$ cat src/rtl/mem_bus_arbiter.sv
`default_nettype none
// ============================================================================
// mem_bus_arbiter : shares one byte-wide memory port between the page-table
// walker (fixed priority), CPU and DMA (round-robin), with walker bus-lock
// and an ACCESS watchdog.
// Revision: 1.0
// ============================================================================
module mem_bus_arbiter #(
  parameter int TIMEOUT = 64,
  parameter int ADDR_W  = 16
) (
  input  logic              clk,
  input  logic              rst_n,
  input  logic [2:0]        req,
  input  logic [2:0]        we,
  input  logic [ADDR_W-1:0] addr0,
  input  logic [ADDR_W-1:0] addr1,
  input  logic [ADDR_W-1:0] addr2,
  input  logic [7:0]        wdata0,
  input  logic [7:0]        wdata1,
  input  logic [7:0]        wdata2,
  input  logic              lock0,
  output logic [2:0]        ack,
  output logic [2:0]        err,
  output logic [7:0]        rdata,
  output logic [ADDR_W-1:0] mem_addr,
  output logic [7:0]        mem_wdata,
  output logic              mem_read,
  output logic              mem_write,
  output logic              mem_cs,
  input  logic [7:0]        mem_rdata,
  input  logic              mem_ready,
  output logic              busy,
  output logic [1:0]        grant_id
);

  localparam int              WD_W    = (TIMEOUT > 1) ? $clog2(TIMEOUT) : 1;
  localparam logic [WD_W-1:0] WD_LAST = (TIMEOUT > 0) ? WD_W'(TIMEOUT - 1) : '0;
  localparam logic            WD_EN   = (TIMEOUT > 0);

  typedef enum logic [1:0] {
    IDLE   = 2'd0,
    ACCESS = 2'd1,
    DONE   = 2'd2
  } state_t;

  state_t            state_q, state_d;
  logic [1:0]        owner_q, owner_d;
  logic              rr_q, rr_d;        // 1 = DMA is next in line between CPU/DMA
  logic              lock_q, lock_d;
  logic [WD_W-1:0]   wd_q, wd_d;
  logic [2:0]        ack_q, ack_d;
  logic [2:0]        err_q, err_d;
  logic [7:0]        rdata_q, rdata_d;
  logic [ADDR_W-1:0] addr_q, addr_d;
  logic [7:0]        wdata_q, wdata_d;
  logic              rd_q, rd_d;
  logic              wr_q, wr_d;
  logic              cs_q, cs_d;

  logic [2:0]        elig;
  logic [1:0]        winner;
  logic              timeout;

  always_comb begin
    elig = (lock_q && req[0] && lock0) ? 3'b001 : req;
    if (elig[0])                 winner = 2'd0;
    else if (elig[1] && elig[2]) winner = rr_q ? 2'd2 : 2'd1;
    else if (elig[1])            winner = 2'd1;
    else                         winner = 2'd2;
  end

  assign timeout = WD_EN && (wd_q == WD_LAST);

  always_comb begin
    state_d = state_q;
    owner_d = owner_q;
    rr_d    = rr_q;
    lock_d  = lock_q;
    wd_d    = wd_q;
    ack_d   = 3'b000;
    err_d   = 3'b000;
    rdata_d = rdata_q;
    addr_d  = addr_q;
    wdata_d = wdata_q;
    rd_d    = rd_q;
    wr_d    = wr_q;
    cs_d    = cs_q;
    case (state_q)
      IDLE: begin
        if (|req) begin
          state_d = ACCESS;
          owner_d = winner;
          wd_d    = '0;
          cs_d    = 1'b1;
          case (winner)
            2'd0: begin
              addr_d = addr0; wdata_d = wdata0; wr_d = we[0];
            end
            2'd1: begin
              addr_d = addr1; wdata_d = wdata1; wr_d = we[1]; rr_d = 1'b1;
            end
            default: begin
              addr_d = addr2; wdata_d = wdata2; wr_d = we[2]; rr_d = 1'b0;
            end
          endcase
          rd_d = ~wr_d;
        end
      end
      ACCESS: begin
        if (mem_ready || timeout) begin
          state_d = DONE;
          cs_d    = 1'b0;
          rd_d    = 1'b0;
          wr_d    = 1'b0;
          ack_d   = 3'b001 << owner_q;
          // A late mem_ready still counts as success even on the final cycle.
          err_d   = mem_ready ? 3'b000 : (3'b001 << owner_q);
          if (mem_ready && rd_q) rdata_d = mem_rdata;
        end else begin
          wd_d = wd_q + WD_W'(1);
        end
      end
      DONE: begin
        state_d = IDLE;
        owner_d = 2'd3;
        lock_d  = (owner_q == 2'd0) && lock0;
      end
      default: begin
        state_d = IDLE;
        owner_d = 2'd3;
      end
    endcase
  end

  always_ff @(posedge clk or negedge rst_n) begin
    if (!rst_n) begin
      state_q <= IDLE;
      owner_q <= 2'd3;
      rr_q    <= 1'b0;
      lock_q  <= 1'b0;
      wd_q    <= '0;
      ack_q   <= 3'b000;
      err_q   <= 3'b000;
      rdata_q <= 8'h00;
      addr_q  <= '0;
      wdata_q <= 8'h00;
      rd_q    <= 1'b0;
      wr_q    <= 1'b0;
      cs_q    <= 1'b0;
    end else begin
      state_q <= state_d;
      owner_q <= owner_d;
      rr_q    <= rr_d;
      lock_q  <= lock_d;
      wd_q    <= wd_d;
      ack_q   <= ack_d;
      err_q   <= err_d;
      rdata_q <= rdata_d;
      addr_q  <= addr_d;
      wdata_q <= wdata_d;
      rd_q    <= rd_d;
      wr_q    <= wr_d;
      cs_q    <= cs_d;
    end
  end

  assign ack       = ack_q;
  assign err       = err_q;
  assign rdata     = rdata_q;
  assign mem_addr  = addr_q;
  assign mem_wdata = wdata_q;
  assign mem_read  = rd_q;
  assign mem_write = wr_q;
  assign mem_cs    = cs_q;
  assign busy      = (state_q != IDLE);
  assign grant_id  = owner_q;

endmodule
`default_nettype wire

$ cat config.mk
export PLATFORM = sky130hd
export DESIGN_NAME = mem_bus_arbiter
export DESIGN_NICKNAME = d
export VERILOG_FILES = /design/src/rtl/mem_bus_arbiter.sv
export SDC_FILE = /design/constraint.sdc
export NUM_CORES = 1
export LEC_CHECK = 0
export CAP_MARGIN = 30
export CORE_MARGIN = 8
export CORE_UTILIZATION = 44
export CTS_BUF_LIST = sky130_fd_sc_hd__clkbuf_8
export CTS_CLUSTER_DIAMETER = 120
export DETAILED_ROUTE_END_ITERATION = 10
export PLACE_DENSITY = 0.95
export SYNTH_ARGS = -nofsm -noshare
export SYNTH_HDL_FRONTEND = slang
export SYNTH_SLANG_ARGS = --single-unit
$ cat constraint.sdc
create_clock -name clk -period 2.52 [get_ports clk]
set_clock_uncertainty 0.05 [all_clocks]
set_input_delay 0.63 -clock clk [delete_from_list [all_inputs] [get_ports clk]]
set_output_delay 0.63 -clock clk [all_outputs]
set_load 0.01 [all_outputs]
=== Word-level counts from Yosys, hierarchy flattened ===
Cells that the tools add are included.

* Eq/ne operators: 7
* Multiplexer cells: 31
* Reductions and logical operators: 19
* Add/sub/neg operators: 1
* Shift operators: 1
* Bitwise gates (word level): 3

{| class="wikitable"
|+ Operators by type and width
! kind !! count
|-
| 16-bit one-hot mux with 2 select lines || 1
|-
| 3-bit 2-to-1 mux || 6
|-
| 8-bit one-hot mux with 2 select lines || 1
|-
| 2-bit 2-to-1 mux || 7
|-
| 6-bit 2-to-1 mux || 2
|-
| 6-bit one-hot mux with 2 select lines || 1
|-
| 3-bit AND reduction || 4
|-
| 1-bit one-hot mux with 2 select lines || 5
|-
| 2-bit one-hot mux with 2 select lines || 2
|-
| 6-bit by 1-bit adder with 6-bit output, second input constant || 1
|-
| 6-bit equality test, second input constant || 1
|-
| 2-bit zero test || 3
|-
| 1-bit 2-to-1 mux || 6
|-
| 2-bit != test, second input constant || 3
|-
| 2-bit AND reduction || 3
|-
| 1-bit logical AND || 5
|-
| 2-bit by 1-bit equality test with 1-bit output, second input constant || 2
|-
| 2-bit nonzero test || 2
|-
| 1-bit NOT || 3
|-
| 3-bit OR reduction || 1
|-
| 1-bit by 2-bit left shift with 3-bit output, first input constant || 1
|-
| 2-bit equality test, second input constant || 1
|-
| 1-bit logical OR || 1
|}

* Register bits after elaboration: 53
* Bits of input ports: 90

=== Longest topological paths before layout ===
* Depth in word-level cells: 13
* Mapped depth: 7
* Gate-level depth less buffers: 5

=== Worst setup path after synthesis ===
No wires, ideal clock.

* Kind: input to register
* Start: in req[1]
* End: reg addr_q[0] (netlist: mem_addr[0])
* Slack: 792 ps
* Path buffers: 2
* Stages on the path: 5
* Arrival: 1551 ps
* Cells stage by stage: a21boi_1 -> buf_2 -> buf_2 -> mux2i_1 -> o211ai_2

* Longest elaborated chain between the ends: 6

{| class="wikitable"
|+ Ends and longest elaborated chain
! element !! RTL line !! text
|-
| start: declaration || 14 || <nowiki>input logic [2:0] req,</nowiki>
|-
| 3-bit 2-to-1 mux || 66 || <nowiki>elig = (lock_q && req[0] && lock0) ? 3'b001 : req;</nowiki>
|-
| 2-bit 2-to-1 mux / 1-bit logical AND (equally long branches) || 69, 68 ||
|-
| 2-bit 2-to-1 mux || 68 || <nowiki>else if (elig[1] && elig[2]) winner = rr_q ? 2'd2 : 2'd1;</nowiki>
|-
| 2-bit 2-to-1 mux || 67 || <nowiki>if (elig[0]) winner = 2'd0;</nowiki>
|-
| 2-bit by 1-bit equality test with 1-bit output / 2-bit zero test (equally long branches) || 96 || <nowiki>case (winner)</nowiki>
|-
| 16-bit one-hot mux with 2 select lines || 96 ||
|-
| end signal: assignment || 160 || <nowiki>addr_q <= addr_d;</nowiki>
|-
| end: declaration || 55 || <nowiki>logic [ADDR_W-1:0] addr_q, addr_d;</nowiki>
|}

Parallel ways exist; a longest one is shown, timed or not.
A chain may end at the register's enable or synchronous reset.

=== Final worst setup path ===
* Start: reg state_q[1]
* End: out busy

* Longest elaborated chain between the ends: 1

{| class="wikitable"
|+ Ends and longest elaborated chain
! element !! RTL line !! text
|-
| start: declaration || 47 || <nowiki>state_t state_q, state_d;</nowiki>
|-
| start signal: assignment || 152 || <nowiki>state_q <= state_d;</nowiki>
|-
| 2-bit nonzero test || 176 || <nowiki>assign busy = (state_q != IDLE);</nowiki>
|-
| end: declaration || 33 || <nowiki>output logic busy,</nowiki>
|}

Every way passes these cells.

==> results.txt <==
Minimum clock period: 2230 ps. Sequential elements use 49.4% of the synthesized area. For this design, the slowest cell found on the critical path is dfrtp_1.

Yosys mapped a number of flops with a built-in enable equal to 0. A synthesized cell averages 10.8 µm². The residual overflow from global routing came out at 0. The first-pass iteration count of the detailed router was 4.

The cell chosen for the clock root was clkbuf_8. TritonCTS built the clock tree. Setup total negative slack on the finished layout was measured at 0 ps.

The congestion estimate from routability-driven global placement came to 0.782. The run gives 0 as the buffers inserted during post-CTS setup optimization. The DRC marker count from the first detailed-route iteration is 113, and the switching portion of total power is 36.8%.

Entering global routing, the biggest net connects 37 pins. Setup violations remaining at the end of the flow were counted as 0. The number of failing hold endpoints at the final stage is 0.

The post-route netlist has 14.5% of its cells at a drive strength greater than 1. The run gives 335 as the synthesized netlist net count. The total of max-cap violations was 0; the flop-to-flop setup slack was 720 ps.

The largest single stage delay on the critical path is 560 ps. The combinational fraction of design power was 52.1%. The kind of end point of the critical path is an output port. The transition at the pin with the smallest max-transition slack came out at 824 ps. For this run, the leading register cell type out of synthesis is dfrtp_1. For the number of distinct library cells after synthesis, the log shows 36. The run finished with clean final reports. After floorplanning, the core was sized to cover 5850 µm².

For this run, design rule violations remaining after detail routing come to 0. The later pin in the worst-skew pair is clocked with a latency of 290 ps. Average via count per standard cell: 5.38. The tools report the maximum achievable frequency as 0.449 GHz. Number of cells traversed by the worst register-to-register path: 5. In this run the deepest clock path goes through 2 buffers. The worst hold path belongs to the class in2async. The number of H-tree branching levels came out at 2. By startpoint and endpoint, the worst setup path is classified as reg2out.

The final period utilization is 88.4%. Across the VDD grid, the largest voltage drop is 553 µV. Once detail routing completed, the nets flagged for antenna violations numbered 0. The tools report the final count of pins violating max slew as 0. Counting flops with an async set or reset pin after synthesis yields a share of 100%. Dividing the detail-routed wire length by the instance count gives 18.2 µm. The number of gates resized after CTS was 0.

Setup repair after global routing left no endpoint under its margin. Power spread over the standard cell area amounts to 963 nW/µm². In this run the worst path has a maximum fanout of 7. The via count of the first global-routing pass is 2551. The tools report the internal power as 2.53 mW. The initial cell density of the core was 45.1%.

The Yosys step of the flow raised 0 warnings. The signal arrival time at the worst endpoint is 1550 ps, and the netlist area before placement is 2640 µm². The tools report the startpoint type of the worst setup path as a register. The relative slew slack is 45.1%.

The worst register-to-register path begins at wd_q[0]. The routed design has 8270 µm of wire. The share of total power dissipated in sequential elements is 36.2%. The number of clock buffers added by TritonCTS is 5. After clock tree synthesis, the clock-pin slew on the worst setup and hold paths is 90 ps. The floorplan step set the die height to 93.5 µm.

The post-synthesis register bit count is 52, and the wire length of the first global-routing pass is 12700 µm. The tools report the capturing point of the worst reg2reg path as wd_q[3]. For this run, the total global-route usage over all layers was measured as 18.3%. In this run, the clock network consumes 11.7% of the power. The die covers 8730 µm². The switching power is 1.48 mW. The logs give 52 for the clock sink count and 2448 for the vias after detailed routing. The total leakage power came out at 1.81 nW. The half-perimeter wire length after placement is 6500 µm. The run gives 0 as the post-cts hold buffer count. For the initial antenna violation count, the log shows 0. The signal on the critical path passes through nor2_8 -> inv_2 -> clkdlybuf4s50_1. In this run the horizontal extent of the chip is 93.5 µm. The cell count after synthesis came out at 244. The required time at the endpoint of the critical path was 1840 ps. Relative to the synthesized area, the layout overhead comes to 57.7%. For this design the top-level I/O count stands at 134. The tightest hold margin is 377 ps. After floorplanning, the core was divided into 28 placement rows. The count of antenna diodes in the layout was 0; the number of buffers inserted by port buffering was 132. After the last flow step, the layout net total stands at 470.
Yosys cell counts, types with 2 or more instances:
cell type  number  area, µm²
a21oi_1         8       40.0
and3_1          3       18.8
buf_2           4       20.0
buf_6           3       33.8
clkbuf_1        8       30.0
dfrtp_1        50       1250
dfstp_2         2       52.6
inv_1           4       15.0
mux2_2          9        101
mux2i_1        25        250
nand2_1        32        120
nand2b_1        4       25.0
nand3_1        28        140
nand4_1         3       18.8
nor2_1         10       37.5
nor2b_1         2       12.5
nor3_1          3       15.0
o211ai_1        5       37.5
o211ai_2       20        250
o21ai_0         5       25.0
state kept, by name, summed over array words and instances, names as in the netlist, 2 cells and up:
| register | cells |
|---|---|
| err | 3 |
| grant_id | 2 |
| ack | 3 |
| rdata | 8 |
| mem_wdata | 8 |
| mem_addr | 16 |
| state_q | 2 |
| wd_q | 6 |
cell type report:
| cell class | instances | area [µm²] |
|---|---|---|
| Multi-Input combinational cell | 171 | 1240 |
| Clock inverter | 2 | 7.51 |
| Timing Repair Buffer | 144 | 1420 |
| Inverter | 5 | 18.8 |
| Tap cell | 75 | 93.8 |
| Fill cell | 447 | 1690 |
| Sequential cell | 52 | 1300 |
| Clock buffer | 6 | 82.6 |
cell usage in the layout, fill, tap and decap left out, types with 2 or more instances in the layout:
master	Yosys	routed
nor2_1	10	10
nand3_1	28	28
nand2_1	32	32
buf_4	1	11
dfrtp_1	50	50
o211ai_1	5	5
mux2_2	9	9
clkdlybuf4s50_1	0	131
clkbuf_8	0	6
inv_1	4	6
dfstp_2	2	2
nor3_1	3	3
nand2b_1	4	4
mux2i_1	25	25
nor2b_1	2	2
a21oi_1	8	8
o21ai_0	5	5
nand4_1	3	3
o211ai_2	20	20
and3_1	3	3
how the worst max path moves through the flow:
stage	from	end	slack (ps)	cells past startpoint
5_1_grt	state_q[1]	busy	210	3
3_5_place_dp	req[2]	mem_wdata[3]	140	5
4_1_cts	state_q[1]	busy	290	3
3_3_place_gp	req[2]	mem_wdata[2]	240	5
6_report	state_q[1]	busy	290	3
2_1_floorplan	req[1]	mem_addr[0]	790	5
metal layers:
metal / track usage (%) / part of all wire (%)
met1: 21.2 / 39
met5: 0 / 0
met4: 4.56 / 0.86
met2: 31.3 / 52
met3: 6.49 / 8.7
power groups by stage:
stage,Combinational [mW],Clock (mW),Sequential [mW]
after floorplan,0.938,0,1.53
after global placement,2.05,0,1.43
after detailed placement,2.12,0,1.45
after CTS,2.12,0.482,1.45
after global routing,2.24,0.522,1.49
final,2.09,0.470,1.45
stage by stage:
stage / instance area, µm² / total power [mW] / instances / setup WS, ps / util (%)
5_1_grt: 4160 / 4.26 / 455 / 209 / 71.2
3_3_place_gp: 4070 / 3.48 / 447 / 241 / 69.6
4_1_cts: 4160 / 4.05 / 455 / 286 / 71.2
2_1_floorplan: 2640 / 2.47 / 244 / 792 / -
6_report: 4160 / 4.01 / 455 / 293 / 71.2
3_5_place_dp: 4070 / 3.57 / 447 / 138 / 69.6
logic make-up (layout without fill, tap and decap cells):
| kind of cell | count (synthesis) | count (layout) | share of synthesized area (%) |
|---|---|---|---|
| compound gates | 46 | 46 | 15.8 |
| fa+ha+maj | 1 | 1 | 0.474 |
| buf+inv | 21 | 157 | 4.17 |
| flops | 52 | 52 | 49.4 |
| mux | 34 | 34 | 13.3 |
| simple gates | 90 | 90 | 16.9 |
critical path: cells and delay by family, from the launching register on:
family / cells / cell delay (ps)
flip-flops: 1 / 560
AND/OR/NAND/NOR: 1 / 70
buffers and inverters: 2 / 630
(Power assumes the default switching activity.)
